$ cat src/rtl/uart_cmd_parser.sv
// ASCII command-line decoder behind uart_rx: S, M and T<0..255> lines.
// Optional inter-byte timeout is enabled by defining CMD_TIMEOUT_EN.
module uart_cmd_parser #(
  parameter int unsigned TIMEOUT_CYC = 50_000_000,
  parameter int unsigned TO_BIT      = 26,
  parameter logic [7:0]  THR_RESET   = 8'd30
) (
  input  logic       clk,
  input  logic       n_rst,
  input  logic [7:0] rx_data,
  input  logic       rx_done,
  output logic       cmd_start,
  output logic       cmd_setting,
  output logic [7:0] thr_val,
  output logic       thr_load,
  output logic       err,
  output logic [1:0] err_code,
  output logic       busy
);

  typedef enum logic [2:0] {
    IDLE, GOT_S, GOT_M, GOT_T, DIGITS, FLUSH
  } state_t;

  state_t     state;
  logic [9:0] acc;
  logic [1:0] cnt;
  logic [1:0] fl_code;
  logic       is_term;
  logic       is_dig;
  logic [9:0] acc_nxt;
  logic       expire;

  assign is_term = (rx_data == 8'h0D) || (rx_data == 8'h0A);
  assign is_dig  = (rx_data >= 8'h30) && (rx_data <= 8'h39);
  assign acc_nxt = (acc << 3) + (acc << 1) + {6'd0, rx_data[3:0]};

`ifdef CMD_TIMEOUT_EN
  logic [TO_BIT-1:0] to_cnt;

  assign expire = (state != IDLE) && !rx_done
               && (to_cnt == TO_BIT'(TIMEOUT_CYC - 1));

  always_ff @(posedge clk or negedge n_rst) begin
    if (!n_rst) begin
      to_cnt <= '0;
    end else if (rx_done || state == IDLE || expire) begin
      to_cnt <= '0;
    end else begin
      to_cnt <= to_cnt + 1'b1;
    end
  end
`else
  logic unused_cfg;
  assign unused_cfg = (TIMEOUT_CYC == TO_BIT);
  assign expire     = 1'b0;
`endif

  always_ff @(posedge clk or negedge n_rst) begin
    if (!n_rst) begin
      state       <= IDLE;
      acc         <= '0;
      cnt         <= '0;
      fl_code     <= '0;
      cmd_start   <= 1'b0;
      cmd_setting <= 1'b0;
      thr_load    <= 1'b0;
      err         <= 1'b0;
      err_code    <= '0;
      thr_val     <= THR_RESET;
      busy        <= 1'b0;
    end else begin
      cmd_start   <= 1'b0;
      cmd_setting <= 1'b0;
      thr_load    <= 1'b0;
      err         <= 1'b0;
      if (rx_done) begin
        unique case (state)
          IDLE: begin
            if (rx_data == "S") begin
              state <= GOT_S;
              busy  <= 1'b1;
            end else if (rx_data == "M") begin
              state <= GOT_M;
              busy  <= 1'b1;
            end else if (rx_data == "T") begin
              state <= GOT_T;
              busy  <= 1'b1;
            end else if (!is_term) begin
              state   <= FLUSH;
              busy    <= 1'b1;
              fl_code <= 2'd1;
            end
          end
          GOT_S, GOT_M: begin
            if (is_term) begin
              cmd_start   <= (state == GOT_S);
              cmd_setting <= (state == GOT_M);
              state       <= IDLE;
              busy        <= 1'b0;
            end else begin
              state   <= FLUSH;
              fl_code <= 2'd1;
            end
          end
          GOT_T: begin
            if (is_dig) begin
              acc   <= {6'd0, rx_data[3:0]};
              cnt   <= 2'd1;
              state <= DIGITS;
            end else if (is_term) begin
              err      <= 1'b1;
              err_code <= 2'd1;
              state    <= IDLE;
              busy     <= 1'b0;
            end else begin
              state   <= FLUSH;
              fl_code <= 2'd1;
            end
          end
          DIGITS: begin
            if (is_dig) begin
              if (cnt == 2'd3 || acc_nxt > 10'd255) begin
                state   <= FLUSH;
                fl_code <= 2'd2;
              end else begin
                acc <= acc_nxt;
                cnt <= cnt + 2'd1;
              end
            end else if (is_term) begin
              thr_val  <= acc[7:0];
              thr_load <= 1'b1;
              state    <= IDLE;
              busy     <= 1'b0;
            end else begin
              state   <= FLUSH;
              fl_code <= 2'd1;
            end
          end
          FLUSH: begin
            if (is_term) begin
              err      <= 1'b1;
              err_code <= fl_code;
              state    <= IDLE;
              busy     <= 1'b0;
            end
          end
          default: begin
            state <= IDLE;
            busy  <= 1'b0;
          end
        endcase
      end else if (expire) begin
        // a stalled line is dropped; the timeout outranks any flush code
        err      <= 1'b1;
        err_code <= 2'd3;
        state    <= IDLE;
        busy     <= 1'b0;
      end
    end
  end

endmodule
$ cat config.mk
export PLATFORM = sky130hd
export DESIGN_NAME = uart_cmd_parser
export DESIGN_NICKNAME = d
export VERILOG_FILES = /design/src/rtl/uart_cmd_parser.sv
export SDC_FILE = /design/constraint.sdc
export NUM_CORES = 1
export LEC_CHECK = 0
export CAP_MARGIN = 20
export CORE_ASPECT_RATIO = 1.2
export CORE_MARGIN = 2
export CORE_UTILIZATION = 60
export CTS_CLUSTER_SIZE = 10
export DETAILED_ROUTE_END_ITERATION = 8
export DONT_BUFFER_PORTS = 1
export GPL_TIMING_DRIVEN = 0
export HOLD_SLACK_MARGIN = 0.12
export PLACE_DENSITY = 0.87
export REMOVE_ABC_BUFFERS = 1
export SYNTH_ARGS = -nofsm -noshare
export SYNTH_HDL_FRONTEND = slang
export SYNTH_SLANG_ARGS = --single-unit
$ cat constraint.sdc
create_clock -name clk -period 3.7 [get_ports clk]
set_input_delay 1.11 -clock clk [delete_from_list [all_inputs] [get_ports clk]]
set_output_delay 1.11 -clock clk [all_outputs]
set_load 0.03 [all_outputs]
### Word level (Yosys, flattened, before mapping)

Cells that the tools add are included.

* register bits after elaboration: 31
* word-level logic and storage cells: 106

* add/subtract/negate cells: 3
* order comparisons: 3
* eq/ne operators: 23
* muxes and demuxes: 49
* bitwise gates (word level): 1
* reduce and logical (&&, ||, !) cells: 16

Operators with widths (number)
* $mux W3: 9
* $mux W9: 3
* $mux W2: 13
* $eq A8 B7 Y1 const B: 3
* $ne A2 B2 Y1 const B: 10
* $pmux W9 S2: 1
* $mux W1: 17
* $eq A8 B4 Y1 const B: 2
* $pmux W3 S5: 1
* $add A10 B10 Y10: 1
* $add A10 B4 Y10: 1
* $gt A10 B8 Y1 const B: 1
* $reduce_and A5 Y1: 2
* $ge A8 B6 Y1 const B: 1
* $le A8 B6 Y1 const B: 1
* $pmux W2 S2: 2
* $pmux W2 S4: 1
* $reduce_and A4 Y1: 2
* $reduce_and A7 Y1: 1
* $eq A3 B2 Y1 const B: 2
* $eq A3 B3 Y1 const B: 2
* $ne A5 B5 Y1 const B: 1
* $reduce_bool A2 Y1: 2
* $reduce_bool A4 Y1: 1
* 13 further kinds: 15

### Depth between registers and ports, before layout

Gate-level depths: netlist of the first run.

* depth after elaboration: 7
* gate-level depth with buffers: 11
* depth with buffers taken out: 10

### Worst setup path after synthesis of the first run

OpenSTA, ideal clock, no wires.

* path kind: input -> register
* from: in rx_data[3]
* to: reg acc[1]
* arrival time: 3.618 ns
* data required time: 3.575 ns
* setup slack: -0.043 ns
* cell stages on the path: 10
* cell sequence: inv_1 fa_1 fa_1 nand2b_1 a21o_1 a2111oi_0 o21ai_1 a21o_1 buf_2 mux2_2

* longest elaborated chain between the ends: 5

RTL lines
* start: declaration: RTL line 10 `input logic [7:0] rx_data,`
* $add A10 B4 Y10: RTL line 36 `assign acc_nxt = (acc << 3) + (acc << 1) + {6'd0, rx_data[3:0]};`
* $gt A10 B8 Y1: RTL line 123 `if (cnt == 2'd3 || acc_nxt > 10'd255) begin`
* $logic_or A1 B1 Y1: RTL line 123
* $ne A2 B2 Y1 (no source line)
* $reduce_and A5 Y1 (no source line) (*)
* end signal: assignment: RTL line 108 `acc <= {6'd0, rx_data[3:0]};`
* end signal: assignment: RTL line 127 `acc <= acc_nxt;`
* end: declaration: RTL line 26 `logic [9:0] acc;`

Mark *: on every way between the ends. The rest lies on a longest branch, timed or not.
A chain may end at the register's enable or synchronous reset.

### Worst setup path in the final report of the first run

* from: in rx_data[3]
* to: reg acc[4]

* longest elaborated chain between the ends: 5

RTL lines (RTL line)
* $add A10 B4 Y10: 36
* $gt A10 B8 Y1: 123
* $logic_or A1 B1 Y1: 123
* $ne A2 B2 Y1 (no source line)
* $reduce_and A5 Y1 (no source line)

Several ways; a longest one is shown, not always the timed one. The select of a mux whose other input is x is not followed.

==> flow_summary.toml, run 1 <==
[layout]
nNetsFinal = 221
final_cell_mix = "dfrtp_1, nand2_1, ha_1, inv_1, o21ai_0"
nFillCells = 237
diodes = 0
final_common_cell = "dfrtp_1"
multi_input_area_um2 = 1134
drive_gt1_frac = 0.1546
regArea_um2 = 780.7
area_growth_pct = 5.682

[die]
dieArea_um2 = 3781
start_util = 0.6372
die_w_um = 56.47
die_h_um = 66.96
rows = 22
coreArea_um2 = 3110
num_io_pins = 26

[worst_setup_path]
crit_slowest_cell = "fa_1"
critPathLaunchType = "primary input"
crit_start = "rx_data[3]"
critPathMaxStageDelay_ps = 550
cp_cell_sequence = "inv_1, fa_1, fa_1, nand2b_1, a21o_1, a2111oi_1, o21ai_1, nor2_1, a32o_1"
cp_num_buf_inv = 1
critPathCaptureType = "flop"
worst-path-max-fanout = 5
arrival_ps = 3950
reg2reg_setup_slack_ps = 440
critPathTopFamily = "compound AO/OA/AOI/OAI gates"
r2r-start = "acc[2]"
cp_common_cell = "fa_1"
required_ps = 3980
worstSetupPathType = "primary input to flop"

[clock_tree]
cts_inserted_buffers = 5
clk_latency_ps = 340
cts_sinks = 31
clkTransAtPathRegs_ps = 110
clockBufferDepth = 2
htreeDepth = 2
cts_root_buffer = "clkbuf_4"
cts_tree = "yes"

[yosys]
synthesis.area_um2 = 1982
synthCells = 192
async_reset_ff_frac = 1.000
synth_fa_ha_area_frac = 0.1149
synth_warnings = 0
synth-compound-area-share = 0.1755
synth.yosys.seq_area_share = 0.3939
ys.flop_type = "dfrtp_1"
synth-seq-cells = 31
syn_area_per_cell_um2 = 10.32
synth_xor_area_frac = 0.01768
synth_edf_count = 0
synth_top_family_by_area = "simple AND/OR/NAND/NOR gates"
ys_types = 55
yosys.area_share.simple = 0.1774
synth.area.mux_share = 0.08144

[timing]
slew_headroom = 0.6222
setup_slack_ps = 27.36
setup_tns_ps = 0
worst_pin_slew_ps = 566.7
max_freq_ghz = 0.2723
final-setup-viol-count = 0
slew_violations = 0
fin_worst_skew_ps = 5.216
period_minus_slack_ps = 3673
hold_viol_final = 0
whs_ps = 446.2
min_period_over_period = 0.9926
rsz0062_at_grt = "yes"

[route]
num_vias = 1503
vias_per_cell = 6.535
drt_pass1_iterations = 4
drtIter0Drc = 63
routed_wirelength_mm = 4.040
drc = 0
postRouteAntennaNets = 0
wl_per_cell_um = 17.57

[pwr]
peakVddDrop_mv = 0.5079
power_density_nw_per_um2 = 656.8
p_leak_uw = 0.0009756

[placed_design]
hpwl_mm = 2.909
gp_congestion = 0.9432
pre_cts_slack_ps = -412.8
portBuffers = 0

[run]
maxCapViolCount = 0

[grt]
grt_overflow = 0
antenna_found_initial = 0
grt_first_pass_wirelength_mm = 6.941
grt_use_total = 0.2430
grt_pass1_vias = 1548
grt_max_degree = 32

[run_status]
status = "finished, final reports clean"

[hold_path]
hp-class = "primary input to async pin"
==> logic make-up (layout without fill, tap and decap cells) <==
group                      count (synthesis)  count (layout)
buffers and inverters                     18              20
adders and majority gates                 17              17
DFF                                       31              31
xor gates and xnor gates                   4               4
AOI/OAI and AO/OA                         47              47
and+or+nand+nor                           62              62
muxes                                     13              13
==> metrics by stage <==
stage,instances,cell area (um2),utilization,power [uW]
floorplan,185,1946,-,927.2
global placement,221,1991,0.6400,1012
detailed placement,221,1991,0.6400,1053
CTS,229,2078,0.6681,1348
global route,230,2095,0.6734,1486
finish,230,2095,0.6734,1376
==> routing by layer <==
metal | track usage | vias up | share of wire
met5 | 0 | - | 0
met4 | 0.1310 | 0 | 0.028
met3 | 0.06990 | 13 | 0.048
met2 | 0.4201 | 48 | 0.51
met1 | 0.2683 | 737 | 0.41
li1 | - | 705 | -
==> registers in the layout, indices dropped and copies added, names as in the netlist <==
signal,flops
cnt,2
cmd_start,1
busy,1
thr_load,1
acc,9
state,3
err_code,2
cmd_setting,1
err,1
thr_val,8
fl_code,2
==> cell usage after synthesis, drive strengths merged, types with 2 or more instances <==
| cell type | number | area share |
|---|---|---|
| nand3 | 3 | 0.0076 |
| nand3b | 5 | 0.019 |
| dfrtp | 27 | 0.34 |
| xnor2 | 2 | 0.0088 |
| clkbuf | 3 | 0.0057 |
| nor3b | 3 | 0.011 |
| a21o | 3 | 0.011 |
| nand2 | 19 | 0.040 |
| or3 | 2 | 0.0088 |
| mux2 | 10 | 0.066 |
| mux2i | 3 | 0.015 |
| o22a | 2 | 0.0088 |
| dfstp | 4 | 0.053 |
| fa | 2 | 0.020 |
| a22o | 4 | 0.018 |
| a22oi | 2 | 0.0076 |
| a21oi | 8 | 0.020 |
| a32o | 2 | 0.010 |
| and3 | 2 | 0.0063 |
| nand2b | 5 | 0.016 |
| or3b | 3 | 0.015 |
| xor2 | 2 | 0.0088 |
| buf | 4 | 0.013 |
| nor2 | 9 | 0.017 |
| a211o | 2 | 0.0088 |
| inv | 11 | 0.021 |
| a2111oi | 3 | 0.023 |
| nor3 | 3 | 0.0076 |
| or2 | 2 | 0.0063 |
| and2 | 2 | 0.0063 |
| ha | 15 | 0.095 |
| o21ai | 12 | 0.030 |
==> layout make-up <==
cell class | instances | share of cell area
inverter | 11 | 0.01971
sequential | 31 | 0.3728
tap | 36 | 0.02151
clock buffer | 6 | 0.02449
multi-input combinational | 143 | 0.5412
clock inverter | 2 | 0.01673
timing repair buffer | 1 | 0.003584
==> power by group <==
| group | switching, uW | internal, uW |
|---|---|---|
| sequential | 80.5 | 397 |
| combinational | 324 | 287 |
| clock | 127 | 160 |
==> worst paths after layout <==
check,end,cells past startpoint
min,cnt[0],0
max reg2reg,acc[4],9
max in group asynchronous,thr_val[3],0
min in group clk,err_code[1],2
min reg2reg,err_code[1],2
max,acc[4],9
==> what timing repair did <==
| item | in CTS | in global routing |
|---|---|---|
| resized for setup | 1 | 3 |
| setup buffers | 0 | 1 |
| pin swaps | 0 | 1 |
| hold buffers | 0 | 0 |
| setup endpoints to repair | 3 | 12 |
Note: power is estimated with default switching activity, not from simulation.
==> run 2, diff against run 1 <==
Settings changed: ABC_AREA from default to 1, CTS_CLUSTER_SIZE 10 to 16.
==> run 2 against run 1 <==
  * Clock power down 7.3%
  * Register-to-register slack improved by 560 ps
  * Largest cell class unchanged
  * The run now ends with DRC left
  * Power shrank 18%
  * Largest power group is now sequential cells
  * Sequential power is 6.7% lower
  * Combinational power decreased by 33%
  * Core utilization shrank 0.35 points
  * Maximum frequency increased by 18%
  * Count of clock-buffer cells in the layout increased by 1
  * Hold slack better by 43 ps
  * Highest routed layer unchanged
  * First-iteration DRC count is 6.3% higher
==> flow_summary.toml, run 2 <==
[run_status]
status = "finished with violations"
failed_checks = "DRC"

[layout]
final_cell_mix = "nand2_1, inv_1, nand3_1, dfrtp_1, nor2_1"
diodes = 0
largest_register_ffs = 9
top_register = "acc"
nFillCells = 293
final_common_cell = "nand2_1"
drive_gt1_frac = 0.1353
nNetsFinal = 330
top_regs = "acc: 9 flops, thr_val: 8 flops, state: 3 flops"
area_growth_pct = 4.603

[pwr]
peakVddDrop_mv = 0.3547
p_int_uw = 675.4
p_leak_uw = 0.001270
power_density_nw_per_um2 = 493.8
total_switching_power_uw = 448.0
switching_share = 0.3988
pwr-share-seq = 0.397
combinationalPowerShare = 0.366
pwr-share-clk = 0.237

[yosys]
synth.yosys.seq_area_share = 0.3590
synth-seq-cells = 31
synth_warnings = 0
syn_area_per_cell_um2 = 7.273
yosysMostFrequentCell = "nand2_1"
synthesis.area_um2 = 2175
synthCells = 299
ys.flop_type = "dfrtp_1"
yosys.area.top_type = "dfrtp_1"
yosys.area.top_type_share = 0.3107
yosys-top-cells-count = "nand2_1, inv_1, nand3_1"
synth_edf_count = 0
ys_types = 29
synth_area_leaders = "dfrtp_1, nand2_1, ha_1, nand3_1, inv_1"
async_reset_ff_frac = 1.000

[route]
drtIter0Drc = 67
drt_pass1_iterations = 6
num_vias = 1881
drc = 3
wl_met2_mm = 2.326
routed_wirelength_mm = 4.359
top_layer = "met4"
vias_per_cell = 5.532
wl_met1_mm = 1.728
wl_per_cell_um = 12.82
route.met3.wl_um = 214
postRouteAntennaNets = 0

[die]
rows = 23
dieArea_um2 = 4124
die_w_um = 58.96
die_h_um = 69.95
start_util = 0.6404
num_io_pins = 26
coreArea_um2 = 3396

[timing]
slew_headroom = 0.6918
rsz0062_at_grt = "no"
final-setup-viol-count = 0
min_period_over_period = 0.8390
fin_worst_skew_ps = 6.153
slew_violations = 0
setup_tns_ps = 0
max_freq_ghz = 0.3221
worst_pin_slew_ps = 461.7
period_minus_slack_ps = 3104
whs_ps = 489.7
hold_viol_final = 0
setup_slack_ps = 595.8

[clock_tree]
cts_root_buffer = "clkbuf_8"
cts_tree = "yes"
cts_sinks = 31
hold_buffers = 0
clkTransAtPathRegs_ps = 60
cts_resized = 0
postCtsSetupRepairBufs = 0
clockBufferDepth = 2
htreeDepth = 2
clk_latency_ps = 280
cts_inserted_buffers = 5

[worst_setup_path]
critPathCaptureType = "flop"
critPathLaunchType = "primary input"
worst-path-max-fanout = 12
reg2regPathDepth = 13
worstSetupPathType = "primary input to flop"
arrival_ps = 3270
required_ps = 3860
reg2reg_setup_slack_ps = 1000

[placed_design]
portBuffers = 0
hpwl_mm = 3.390
pre_cts_slack_ps = 328.1
gp_congestion = 0.9000

[run]
maxCapViolCount = 0

[grt]
grt_first_pass_wirelength_mm = 7.617
antenna_found_initial = 0
grt_overflow = 0
grt_max_degree = 32
grt_use_total = 0.2356
grt_pass1_vias = 1898

[hold_path]
hp-class = "flop to flop"
whs_path_depth = 2
[run 2: changes by cell type after synthesis, sizes merged, moves of 5 or more]
cell | before | now
inv | 11 | 43
mux2 | 10 | 0
nand2 | 19 | 113
nand2b | 5 | 0
nand3 | 3 | 31
nor2 | 9 | 25
[run 2: worst max-delay path: stages]
cell	delay, ps
inv_1	30
fa_1	590
inv_1	60
ha_1	290
nand3_1	100
nand3_2	110
nand2_1	100
nand3_1	90
nand2_2	120
nand3_1	100
nand2_2	200
nand2_2	180
nand2_1	120
nand2_1	60
[run 2: path summary, 6_finish.rpt]
path	from	endpoint
setup reg to reg	acc[0]	acc[4]
setup / recovery	rx_data[3]	acc[4]
hold reg to reg	cnt[1]	cnt[1]
max in group asynchronous	n_rst	thr_val[2]
min in group asynchronous	n_rst	state[1]
hold / removal	cnt[1]	cnt[1]
[run 2: final cells by class]
class,instances,area (um2),area share
clock buffers,7,86.33,0.03795
flip-flops and latches,31,780.7,0.3432
inverters,43,161.4,0.07096
multi-input cells,221,1195,0.5253
clock inverters,1,5.005,0.002200
well taps,37,46.29,0.02035
[run 2: metal layers]
metal	track usage	vias up
met4	0.09596	0
met3	0.05926	12
met1	0.2680	870
li1	-	951
met5	0	-
met2	0.4086	48
[run 2: cell families (layout without fill, tap and decap cells)]
kind of cell | count (synthesis) | count (layout) | synth area share
AOI/OAI and AO/OA | 24 | 24 | 0.06502
xor gates and xnor gates | 2 | 2 | 0.008057
adders and majority gates | 17 | 17 | 0.1047
buffers and inverters | 47 | 51 | 0.09148
DFF | 31 | 31 | 0.3590
and+or+nand+nor | 178 | 178 | 0.3717
[run 2: power groups by stage]
stage	registers [uW]	clock network (uW)	logic [uW]
floorplan	437	0	327
global placement	448	0	391
detailed placement	451	0	411
CTS	445	271	414
global route	452	289	474
finish	446	266	411
[run 2: stage by stage]
stage               power (uW)  area [um2]    util  cells
floorplan                763.9        2137       -    295
global placement         838.5        2183  0.6430    332
detailed placement       862.3        2183  0.6430    332
CTS                       1129        2275  0.6699    340
global route              1215        2275  0.6699    340
finish                    1123        2275  0.6699    340
==> run 3, diff against run 2 <==
Clock period 3.7 ns to 2.96 ns, I/O delays scaled along.
==> run 3 against run 2 <==
  * The run still ends with DRC left
  * Combinational power up 39%
  * Core utilization rose by 1.1 points
  * Die area is the same
  * Wire length increased by 4.6%
  * Sequential power grew 25%
  * Register-to-register slack got worse by 620 ps
  * Critical path type unchanged
  * Critical endpoint unchanged
  * Largest cell class unchanged
  * Largest power group is now combinational logic
==> flow_summary.toml, run 3 (synthesis gave the netlist of run 2 again) <==
[layout]
drive_gt1_frac = 0.1410
multi_input_area_um2 = 1205
final_common_cell = "nand2_1"
area_growth_pct = 6.329
nFillCells = 285
top_regs = "acc: 9 flops, thr_val: 8 flops, state: 3 flops"
final_cell_mix = "nand2_1, inv_1, nand3_1, dfrtp_1, nor2_1"
stdcell_count = 342
top_register = "acc"
regArea_um2 = 780.7
diodes = 0
largest_register_ffs = 9
nNetsFinal = 332
postLayoutCellArea_um2 = 2312

[grt]
grt_use_total = 0.2356
grt_overflow = 0
grt_first_pass_wirelength_mm = 7.617
grt_max_degree = 32
antenna_found_initial = 0
grt_pass1_vias = 1898

[worst_setup_path]
critPathMaxStageDelay_ps = 590
r2r-start = "acc[0]"
crit_end = "acc[4]"
reg2reg_setup_slack_ps = 380
worstSetupPathType = "primary input to flop"
worst-path-max-fanout = 10
crit_start = "rx_data[3]"
arrival_ps = 2940
critPathLaunchType = "primary input"
crit_slowest_cell = "fa_1"
required_ps = 3130
r2r_end = "acc[4]"
reg2regPathDepth = 13
cp_cell_sequence = "inv_1, fa_1, inv_1, ha_1, nand3_1, nand3_2, nand2_1, nand3_1, nand2_2, nand3_1, nand2_4, nand2_4, nand2_1, nand2_1"
critPathCaptureType = "flop"

[run_status]
failed_checks = "DRC"
status = "finished with violations"

[die]
coreArea_um2 = 3396
dieArea_um2 = 4124
rows = 23
die_h_um = 69.95
die_w_um = 58.96
start_util = 0.6404
num_io_pins = 26

[placed_design]
dp.cells = 332
hpwl_mm = 3.390
place_area_um2 = 2183
gp_congestion = 0.9000
portBuffers = 0

[timing]
min_period_over_period = 0.9348
slew_violations = 0
slew_headroom = 0.6362
max_freq_ghz = 0.3614
worst_pin_slew_ps = 545.1
rsz0062_at_grt = "no"
setup_tns_ps = 0
final-setup-viol-count = 0
hold_viol_final = 0
fin_worst_skew_ps = 6.022
period_minus_slack_ps = 2767

[clock_tree]
cts_root_buffer = "clkbuf_8"
clk_latency_ps = 280
clockBufferDepth = 2
cts_inserted_buffers = 5
htreeDepth = 2
hold_buffers = 0
clkTransAtPathRegs_ps = 60
cts_tree = "yes"
cts_sinks = 31

[pwr]
peakVddDrop_mv = 0.4548
power_density_nw_per_um2 = 636.2
p_leak_uw = 0.001292

[route]
drtIter0Drc = 77
num_vias = 1893
routed_wirelength_mm = 4.560
vias_per_cell = 5.535
drc = 3
postRouteAntennaNets = 0
wl_per_cell_um = 13.33
drt_pass1_iterations = 6

[hold_path]
hp-class = "primary input to async pin"

[run]
maxCapViolCount = 0
## run 3: changes by cell type in the layout (fill, tap and decap cells not counted), sizes merged
| cell | before | now |
|---|---|---|
| buf | 0 | 2 |
## run 3: power breakdown
group	switching (uW)	leakage (uW)	internal, uW
registers	76.7	0.000404	480
logic	362	0.000840	212
clock network	153	0.0000482	187
## run 3: worst min path at each step
stage / startpoint / to / cells after the start
2_1_floorplan: cnt[1] / cnt[1] / 2
3_3_place_gp: cnt[1] / cnt[1] / 2
3_5_place_dp: cnt[1] / cnt[1] / 2
4_1_cts: n_rst / state[1] / 0
5_1_grt: n_rst / state[1] / 0
6_report: n_rst / acc[8] / 0
## run 3: critical path, delay by kind of cell
| family | cells | cell delay, ps |
|---|---|---|
| adders and majority gates | 2 | 880 |
| buffers and inverters | 2 | 90 |
| and+or+nand+nor | 10 | 1080 |
## run 3: timing repair
item / in CTS / in global routing
setup buffers: 0 / 2
gates resized for setup: 0 / 2
setup endpoints to repair: 0 / 10
## run 3: layout make-up
| cell class | count | share of cell area |
|---|---|---|
| Tap cell | 37 | 0.02002 |
| Inverter | 43 | 0.06981 |
| Timing Repair Buffer | 2 | 0.01190 |
| Clock buffer | 7 | 0.03734 |
| Sequential cell | 31 | 0.3377 |
| Clock inverter | 1 | 0.002164 |
| Multi-Input combinational cell | 221 | 0.5211 |
## run 3: metrics by stage
step	setup slack, ps	power (uW)	hold WS [ps]	util
2_1_floorplan	85.00	954.8	445.9	-
3_3_place_gp	-105.8	1048	466.1	0.6430
3_5_place_dp	-189.9	1078	474.8	0.6430
4_1_cts	77.75	1412	295.9	0.6699
5_1_grt	17.50	1581	283.5	0.6809
6_report	193.0	1471	296.8	0.6809
## run 3: routing by layer
layer	vias up	wire, um	global-route usage	part of all wire
li1	956	-	-	-
met1	878	1800	0.2680	0.39
met2	50	2472	0.4086	0.54
met3	9	212	0.05926	0.046
met4	0	74	0.09596	0.016
met5	-	0	0	0
